--- config.mk ---
export PLATFORM = sky130hd
export DESIGN_NAME = mem_arb2
export DESIGN_NICKNAME = d
export VERILOG_FILES = /design/src/rtl/mem_arb2.sv
export SDC_FILE = /design/constraint.sdc
export NUM_CORES = 1
export LEC_CHECK = 0
export ABC_AREA = 1
export CAP_MARGIN = 5
export CORE_AREA = 2 2 108 110
export DETAILED_ROUTE_END_ITERATION = 8
export DIE_AREA = 0 0 110 112
export GPL_TIMING_DRIVEN = 1
export PLACE_DENSITY = 0.6
export REMOVE_ABC_BUFFERS = 1
export SYNTH_ARGS = -nofsm -noshare
export SYNTH_HDL_FRONTEND = slang
export SYNTH_SLANG_ARGS = --single-unit
--- constraint.sdc ---
create_clock -name clk_i -period 1.72 [get_ports clk_i]
set_input_delay 0.43 -clock clk_i [delete_from_list [all_inputs] [get_ports clk_i]]
set_output_delay 0.43 -clock clk_i [all_outputs]
set_load 0.1 [all_outputs]
--- src/rtl/mem_arb2.sv ---
// Two-master (instruction/data) to one-target SRAM arbiter with an in-order tag FIFO
// steering responses. Define MEM_ARB2_ROUND_ROBIN_EN for alternating grant on contention.
module mem_arb2 #(
    parameter int C_OUTSTANDING = 2,
    parameter int C_ADDR_SZ     = 32
) (
    input  logic                 clk_i,
    input  logic                 resetb_i,
    input  logic                 clk_en_i,
    output logic                 ireqready_o,
    input  logic                 ireqvalid_i,
    input  logic [C_ADDR_SZ-1:0] ireqaddr_i,
    input  logic                 irspready_i,
    output logic                 irspvalid_o,
    output logic                 irsprerr_o,
    output logic [31:0]          irspdata_o,
    output logic                 dreqready_o,
    input  logic                 dreqvalid_i,
    input  logic                 dreqdvalid_i,
    input  logic [1:0]           dreqsize_i,
    input  logic [C_ADDR_SZ-1:0] dreqaddr_i,
    input  logic [31:0]          dreqdata_i,
    input  logic                 drspready_i,
    output logic                 drspvalid_o,
    output logic                 drsprerr_o,
    output logic [31:0]          drspdata_o,
    input  logic                 treqready_i,
    output logic                 treqvalid_o,
    output logic                 treqdvalid_o,
    output logic [1:0]           treqsize_o,
    output logic [C_ADDR_SZ-1:0] treqaddr_o,
    output logic [31:0]          treqdata_o,
    output logic                 trspready_o,
    input  logic                 trspvalid_i,
    input  logic                 trsprerr_i,
    input  logic [31:0]          trspdata_i
);

    localparam int PW = (C_OUTSTANDING > 1) ? $clog2(C_OUTSTANDING) : 1;
    localparam int CW = $clog2(C_OUTSTANDING + 1);
    localparam logic [CW-1:0] FULL_CNT = CW'(C_OUTSTANDING);

    logic [C_OUTSTANDING-1:0] tag_q;   // 0 = instruction, 1 = data
    logic [PW-1:0]            wr_ptr_q;
    logic [PW-1:0]            rd_ptr_q;
    logic [CW-1:0]            count_q;
    logic                     last_gnt_q;

    logic full;
    logic empty;
    logic prio_d;
    logic gnt_d;
    logic push;
    logic pop;
    logic head_d;

    assign full  = (count_q == FULL_CNT);
    assign empty = (count_q == '0);

`ifdef MEM_ARB2_ROUND_ROBIN_EN
    assign prio_d = ~last_gnt_q;
`else
    // last-grant is tracked but never steers the fixed-priority choice
    assign prio_d = last_gnt_q | 1'b1;
`endif

    // Idle defaults to the data mux so all forwarded fields read 0 with quiet inputs.
    assign gnt_d = ~ireqvalid_i | (dreqvalid_i & prio_d);

    assign treqvalid_o = (ireqvalid_i | dreqvalid_i) & ~full;
    assign ireqready_o = ~gnt_d & ireqvalid_i & treqready_i & ~full;
    assign dreqready_o =  gnt_d & dreqvalid_i & treqready_i & ~full;

    assign treqdvalid_o = gnt_d ? dreqdvalid_i : 1'b0;
    assign treqsize_o   = gnt_d ? dreqsize_i   : 2'b10;
    assign treqaddr_o   = gnt_d ? dreqaddr_i   : ireqaddr_i;
    assign treqdata_o   = gnt_d ? dreqdata_i   : 32'h0;

    assign head_d      = tag_q[rd_ptr_q];
    assign irspvalid_o = ~empty & ~head_d & trspvalid_i;
    assign drspvalid_o = ~empty &  head_d & trspvalid_i;
    assign trspready_o = ~empty & (head_d ? drspready_i : irspready_i);
    assign irsprerr_o  = trsprerr_i;
    assign drsprerr_o  = trsprerr_i;
    assign irspdata_o  = trspdata_i;
    assign drspdata_o  = trspdata_i;

    assign push = treqvalid_o & treqready_i;
    assign pop  = trspvalid_i & trspready_o;

    always_ff @(posedge clk_i or negedge resetb_i) begin
        if (!resetb_i) begin
            tag_q      <= '0;
            wr_ptr_q   <= '0;
            rd_ptr_q   <= '0;
            count_q    <= '0;
            last_gnt_q <= 1'b0;
        end else if (clk_en_i) begin
            if (push) begin
                tag_q[wr_ptr_q] <= gnt_d;
                wr_ptr_q        <= wr_ptr_q + PW'(1);
                last_gnt_q      <= gnt_d;
            end
            if (pop) begin
                rd_ptr_q <= rd_ptr_q + PW'(1);
            end
            case ({push, pop})
                2'b10:   count_q <= count_q + CW'(1);
                2'b01:   count_q <= count_q - CW'(1);
                default: count_q <= count_q;
            endcase
        end
    end

endmodule

==> results of run 1 <==
-- cell usage after synthesis, drive strengths merged --
| cell type | instances | area, um^2 |
|---|---|---|
| nor2 | 41 | 171 |
| nor3 | 2 | 26.3 |
| inv | 46 | 173 |
| nand4 | 3 | 18.8 |
| buf | 75 | 546 |
| xor2 | 2 | 17.5 |
| dfrtp | 6 | 150 |
| clkbuf | 1 | 13.8 |
| nand2 | 116 | 440 |
| a21oi | 2 | 10.0 |
| nand3 | 5 | 30.0 |
| o21ai | 3 | 15.0 |
| or2 | 1 | 6.26 |
| ha | 1 | 12.5 |
-- worst paths after layout --
check,from,to,slack (ns),cells after the start
setup / recovery,ireqvalid_i,treqsize_o[1],-0.11,8
hold reg to reg,wr_ptr_q$_DFFE_PN0P_,wr_ptr_q$_DFFE_PN0P_,0.51,2
min in group clk_i,wr_ptr_q$_DFFE_PN0P_,wr_ptr_q$_DFFE_PN0P_,0.51,2
max in group asynchronous,resetb_i,count_q[0]$_DFFE_PN0P_,1.04,1
setup reg to reg,rd_ptr_q$_DFFE_PN0P_,count_q[1]$_DFFE_PN0P_,0.01,11
hold / removal,resetb_i,tag_q[1]$_DFFE_PN0P_,0.45,1
-- layout make-up --
cell class              instances  share of cell area
clock buffers                   3              0.0159
well taps                     143              0.0378
multi-input cells             176               0.242
diodes                          1            0.000529
repair buffers                206               0.634
flip-flops and latches          6              0.0320
inverters                      46              0.0386
-- state kept, by name, indices dropped and copies added, names as in the netlist --
signal	flops
tag_q	2
rd_ptr_q	1
count_q	2
wr_ptr_q	1
-- report_power, final --
group	switching, mW	leakage, nW	internal, mW	total, mW
sequential	0.0716	0.0712	0.217	0.288
clock	0.0757	0.0370	0.298	0.374
combinational	1.98	2.05	1.23	3.21
total	2.13	2.16	1.75	3.87
-- cells by family (layout without fill, tap and decap cells) --
family          count (synthesis)  in the layout  share of synthesized area
simple gates                  168            168                      0.425
buf+inv                       122            255                      0.449
flops                           6              6                     0.0921
compound gates                  5              5                     0.0153
xor+xnor                        2              2                     0.0107
fa+ha+maj                       1              1                    0.00767
other cells                     0              1                          0
-- per-layer routing --
metal / share of wire / vias up / wire, um / GRT usage
met3: 0.21 / 18 / 2480 / 0.167
met2: 0.43 / 205 / 5080 / 0.267
li1: - / 1089 / - / -
met4: 0.018 / 2 / 209 / 0.0371
met1: 0.33 / 1103 / 3850 / 0.181
met5: 0.0058 / - / 68 / 0.0546
-- metrics by stage --
step	TNS (ns)	hold WS, ns	cell area, um^2	total power [mW]
floorplan	-61.21	0.134	1070	1.95
global placement	-31.81	0.479	3920	3.11
detailed placement	-33.47	0.509	3920	3.15
CTS	-3.08	0.454	4610	3.79
global route	-4.70	0.469	4730	4.03
finish	-2.19	0.446	4730	3.87
-- repair_timing --
| action | 4_1_cts | 5_1_grt |
|---|---|---|
| pin swaps | 10 | 16 |
| gates resized for setup | 146 | 15 |
| setup buffers | 3 | 3 |
| gates cloned | 6 | 3 |
| endpoints found under the setup margin | 75 | 72 |
==> out/qor.yml, run 1 <==
wl_per_cell_um: 20.1
seq_area_frac_synth: 0.0921
grt_max_degree: 25
leakagePower_nw: 2.16
fmax_mhz: 545
setup_ws_ns: -0.114
hold_buffers: 0
layout_common_cells: "clkdlybuf4s50_1 (101), buf_12 (80), nand2_1 (63)"
critPathLaunchType: "input port"
layout-drive-gt1-share: 0.483
io_buffer_count: 180
violations: "negative setup slack"
numCtsBuffers: 3
die-area_um2: 12300
min_period_ns: 1.83
rsz0062_at_grt: "yes"
cts_tree: "done"
drt_iter0_markers: 70
grt_usage: 0.179
min_period_over_period: 1.07
boundaryPins: 280
synth_cell_type_count: 22
synth_warnings: 0
clockBufferDepth: 2
synthCells: 304
cp_common_cell: "buf_12"
maxCapViolCount: 0
critPathBufInv: 6
cts.htree.levels: 1
multi_input_area_um2: 1140
hold_path.class: "in2async"
max_slew_margin: 0.819
worst_slew_pin_slew_ns: 0.271
clk_latency_ns: 0.23
final_util: 0.423
finalHoldViolCount: 0
regArea_um2: 151
placedCellCount: 564
final_cells: 581
fillerInstances: 1054
maxSlewViolCount: 0
routabilityCongestion: 0.889
fp.dieH_um: 112
post-place-ws_ns: -0.578
crit_chain: "buf_8, inv_4, nor2_4, buf_12, buf_12, buf_16, or2_4, buf_12"
cpPeakStageDelay_ns: 0.23
gr-total-overflow: 0
area_growth_pct: 190
status: "finished with violations"
cp_top_family: "buffers and inverters"
ant_nets: 0
syn_area_um2: 1630
worstPathRequired_ns: 1.29
cts.sinks: 6
core_um2: 11200
antenna_found_initial: 1
root_buffer: "clkbuf_16"
grt_pass1_wl_um: 15800
dr_total_vias: 2417
cp_max_fo: 5
start_util: 0.146
drc: 0
cp_slowest_cell: "or2_4"
yosys_register_bits: 6
arrival_ns: 1.40
postSynthAreaPerCell_um2: 5.36
nets: 581
postRouteWirelength_um: 11700
ir_worst_vdd_mv: 1.11
clk_pin_slew_ns: 0.03
firstDrtPassIters: 4
mostFrequentLayoutCell: "clkdlybuf4s50_1"
hpwl_um: 9450
dieWidth_um: 110
cp-end-kind: "output port"
grt_pass1_vias: 2551
setup_viol_count_final: 65
crit_type: "in2out"
via_per_inst: 4.16
pwr_density_cell_nw_per_um2: 819
num_rows: 39
skew_ns: 0.000537
Note: power is estimated with default switching activity, not from simulation.
==> inputs of run 2 (changes only) <==
--- a/config.mk
+++ b/config.mk
@@ -7,11 +7,12 @@
 export LEC_CHECK = 0
 export ABC_AREA = 1
 export CAP_MARGIN = 5
-export CORE_AREA = 2 2 108 110
+export CORE_ASPECT_RATIO = 0.6
+export CORE_MARGIN = 8
+export CORE_UTILIZATION = 20
 export DETAILED_ROUTE_END_ITERATION = 8
-export DIE_AREA = 0 0 110 112
-export GPL_TIMING_DRIVEN = 1
-export PLACE_DENSITY = 0.6
+export GPL_TIMING_DRIVEN = 0
+export PLACE_DENSITY = 0.78
 export REMOVE_ABC_BUFFERS = 1
 export SYNTH_ARGS = -nofsm -noshare
 export SYNTH_HDL_FRONTEND = slang
==> run 2 against run 1 <==
  * Count of clock-buffer cells in the layout did not move
  * Clock skew barely moved
  * Die area fell by 7.5%
  * Via count rose by 1.0%
  * Non-clock buffer count rose by 2
  * Critical path type unchanged
  * Largest power group unchanged
  * The run still ends with negative setup slack left
  * Combinational power rose by 2%
  * Routed wire length rose by 31%
==> out/qor.yml, run 2 (synthesis results as in run 1) <==
num_rows: 25  # -36%
antenna_found_initial: 0  # -1
cp-end-kind: "output port"
postRouteWirelength_um: 15300  # +31%
finalHoldViolCount: 0  # unchanged
via_per_inst: 4.45  # +6.9%
skew_ns: 0.000529  # -0.00000859 ns
min_period_ns: 1.87  # +0.0390 ns
clockBufferDepth: 2  # unchanged
cts_tree: "done"
boundaryPins: 280  # unchanged
place_area_um2: 3030  # -23%
hold_buffers: 0  # unchanged
wl_per_cell_um: 27.8  # +38%
violations: "negative setup slack"
firstDrtPassIters: 4  # unchanged
io_buffer_count: 180  # unchanged
drc: 0  # unchanged
dieWidth_um: 133  # +21%
fillerInstances: 636  # -40%
maxCapViolCount: 0  # unchanged
worstPathRequired_ns: 1.29  # about the same
rsz0062_at_grt: "yes"
hpwl_um: 11600  # +23%
diodes: 0  # -1
cp_max_fo: 5  # unchanged
layout_common_cells: "clkdlybuf4s50_1 (101), buf_12 (70), nand2_2 (64)"
clock_power_share: 0.095  # about the same
ant_nets: 0  # unchanged
cts.htree.levels: 1  # unchanged
area_growth_pct: 183
core_um2: 7880  # -29%
fmax_mhz: 534  # -2.1%
ir_worst_vdd_mv: 0.508  # -54%
routabilityCongestion: 0.930  # +4.5%
start_util: 0.207  # +0.0609
critPathLaunchType: "input port"
gr-total-overflow: 0  # unchanged
nets: 585  # +0.69%
clk_latency_ns: 0.23  # about the same
arrival_ns: 1.44  # +0.04 ns
design_area_um2: 4610  # -2.5%
p_sw_frac: 0.557  # +0.00861
cts.sinks: 6  # unchanged
max_slew_margin: 0.798  # -0.0203
pwr_density_cell_nw_per_um2: 857  # +4.6%
crit_chain: "buf_8, inv_6, nor2_4, buf_6, buf_6, buf_16, buf_12, nor2_4, buf_12"
leakagePower_nw: 2.14  # -1.1%
numCtsBuffers: 3  # unchanged
clk_pin_slew_ns: 0.03  # about the same
root_buffer: "clkbuf_16"
status: "finished with violations"
dr_total_vias: 2442  # +1.0%
post-place-ws_ns: -1.98  # -1.41 ns
setup_ws_ns: -0.153  # -0.0390 ns
pwr-share-comb: 0.833  # +0.004
top_regs: "count_q: 2 flops, tag_q: 2 flops"
die-area_um2: 11400  # -7.5%
fp.dieH_um: 85.9  # -23%
grt_pass1_wl_um: 20800  # +31%
layout-drive-gt1-share: 0.508  # +0.0251
fin_hold_ws_ns: 0.458  # +0.0117 ns
worst_slew_pin_slew_ns: 0.301  # +0.0304 ns
min_period_over_period: 1.09  # +0.0227
mostFrequentLayoutCell: "clkdlybuf4s50_1"
internal_power_mw: 1.75  # about the same
grt_pass1_vias: 2740  # +7.4%
cp_slowest_cell: "buf_12"
grt_usage: 0.257  # +0.0781
setup_viol_count_final: 64  # -1.5%
fin_setup_tns_ns: -5.18  # -3.00 ns
p_switching_mw: 2.20  # +3.6%
maxSlewViolCount: 0  # unchanged
placedCellCount: 517  # -8.3%
crit_type: "in2out"
drt_iter0_markers: 72  # +2.9%
power_frac_seq: 0.072  # -0.002
cpPeakStageDelay_ns: 0.19  # -0.04 ns
grt_max_degree: 18  # -28%
final_cells: 549  # -5.5%
hold_path.class: "in2async"
run 2: per-stage QoR:
| stage | power [mW] | util |
|---|---|---|
| 2_1_floorplan | 1.95 | - |
| 3_3_place_gp | 2.62 | 0.382 |
| 3_5_place_dp | 2.66 | 0.384 |
| 4_1_cts | 3.77 | 0.570 |
| 5_1_grt | 4.11 | 0.585 |
| 6_report | 3.95 | 0.585 |
run 2: layout make-up:
cell class,instances,area [um^2],share of cell area
well taps,108,135,0.0293
flip-flops and latches,6,151,0.0328
multi-input cells,177,1180,0.257
inverters,46,194,0.0421
repair buffers,208,2850,0.619
clock buffers,3,75.1,0.0163
repair inverters,1,20.0,0.00434
run 2: path summary, 6_finish.rpt:
check	end	slack (ns)	cells past startpoint	from
min reg2reg	wr_ptr_q$_DFFE_PN0P_	0.51	2	wr_ptr_q$_DFFE_PN0P_
max reg2reg	count_q[1]$_DFFE_PN0P_	-0.03	11	rd_ptr_q$_DFFE_PN0P_
max	treqdata_o[1]	-0.15	9	ireqvalid_i
min	count_q[1]$_DFFE_PN0P_	0.46	1	resetb_i
max in group asynchronous	count_q[0]$_DFFE_PN0P_	1.01	1	resetb_i
min in group clk_i	wr_ptr_q$_DFFE_PN0P_	0.51	2	wr_ptr_q$_DFFE_PN0P_
run 2: what timing repair did:
action / 4_1_cts / 5_1_grt
gates cloned: 7 / 0
gates resized for setup: 800 / 31
setup endpoints to repair: 77 / 72
pin swaps: 26 / 13
setup buffers: 21 / 5
run 2: power by group through the flow:
stage	Clock, mW	Sequential [mW]	Combinational, mW
finish	0.376	0.284	3.29
global route	0.392	0.296	3.43
CTS	0.381	0.290	3.09
detailed placement	0	0.275	2.39
global placement	0	0.270	2.35
floorplan	0	0.262	1.68
run 2: layer usage:
| layer | GRT usage | vias to the layer above | part of all wire |
|---|---|---|---|
| met5 | 0.0783 | - | 0.0067 |
| met4 | 0.0779 | 2 | 0.032 |
| li1 | - | 1094 | - |
| met2 | 0.458 | 185 | 0.49 |
| met3 | 0.184 | 26 | 0.16 |
| met1 | 0.224 | 1135 | 0.31 |
run 2: worst max-delay path: cells and delay by family:
kind          cells  cell delay (ns)
buf+inv           7             0.86
simple gates      2             0.15
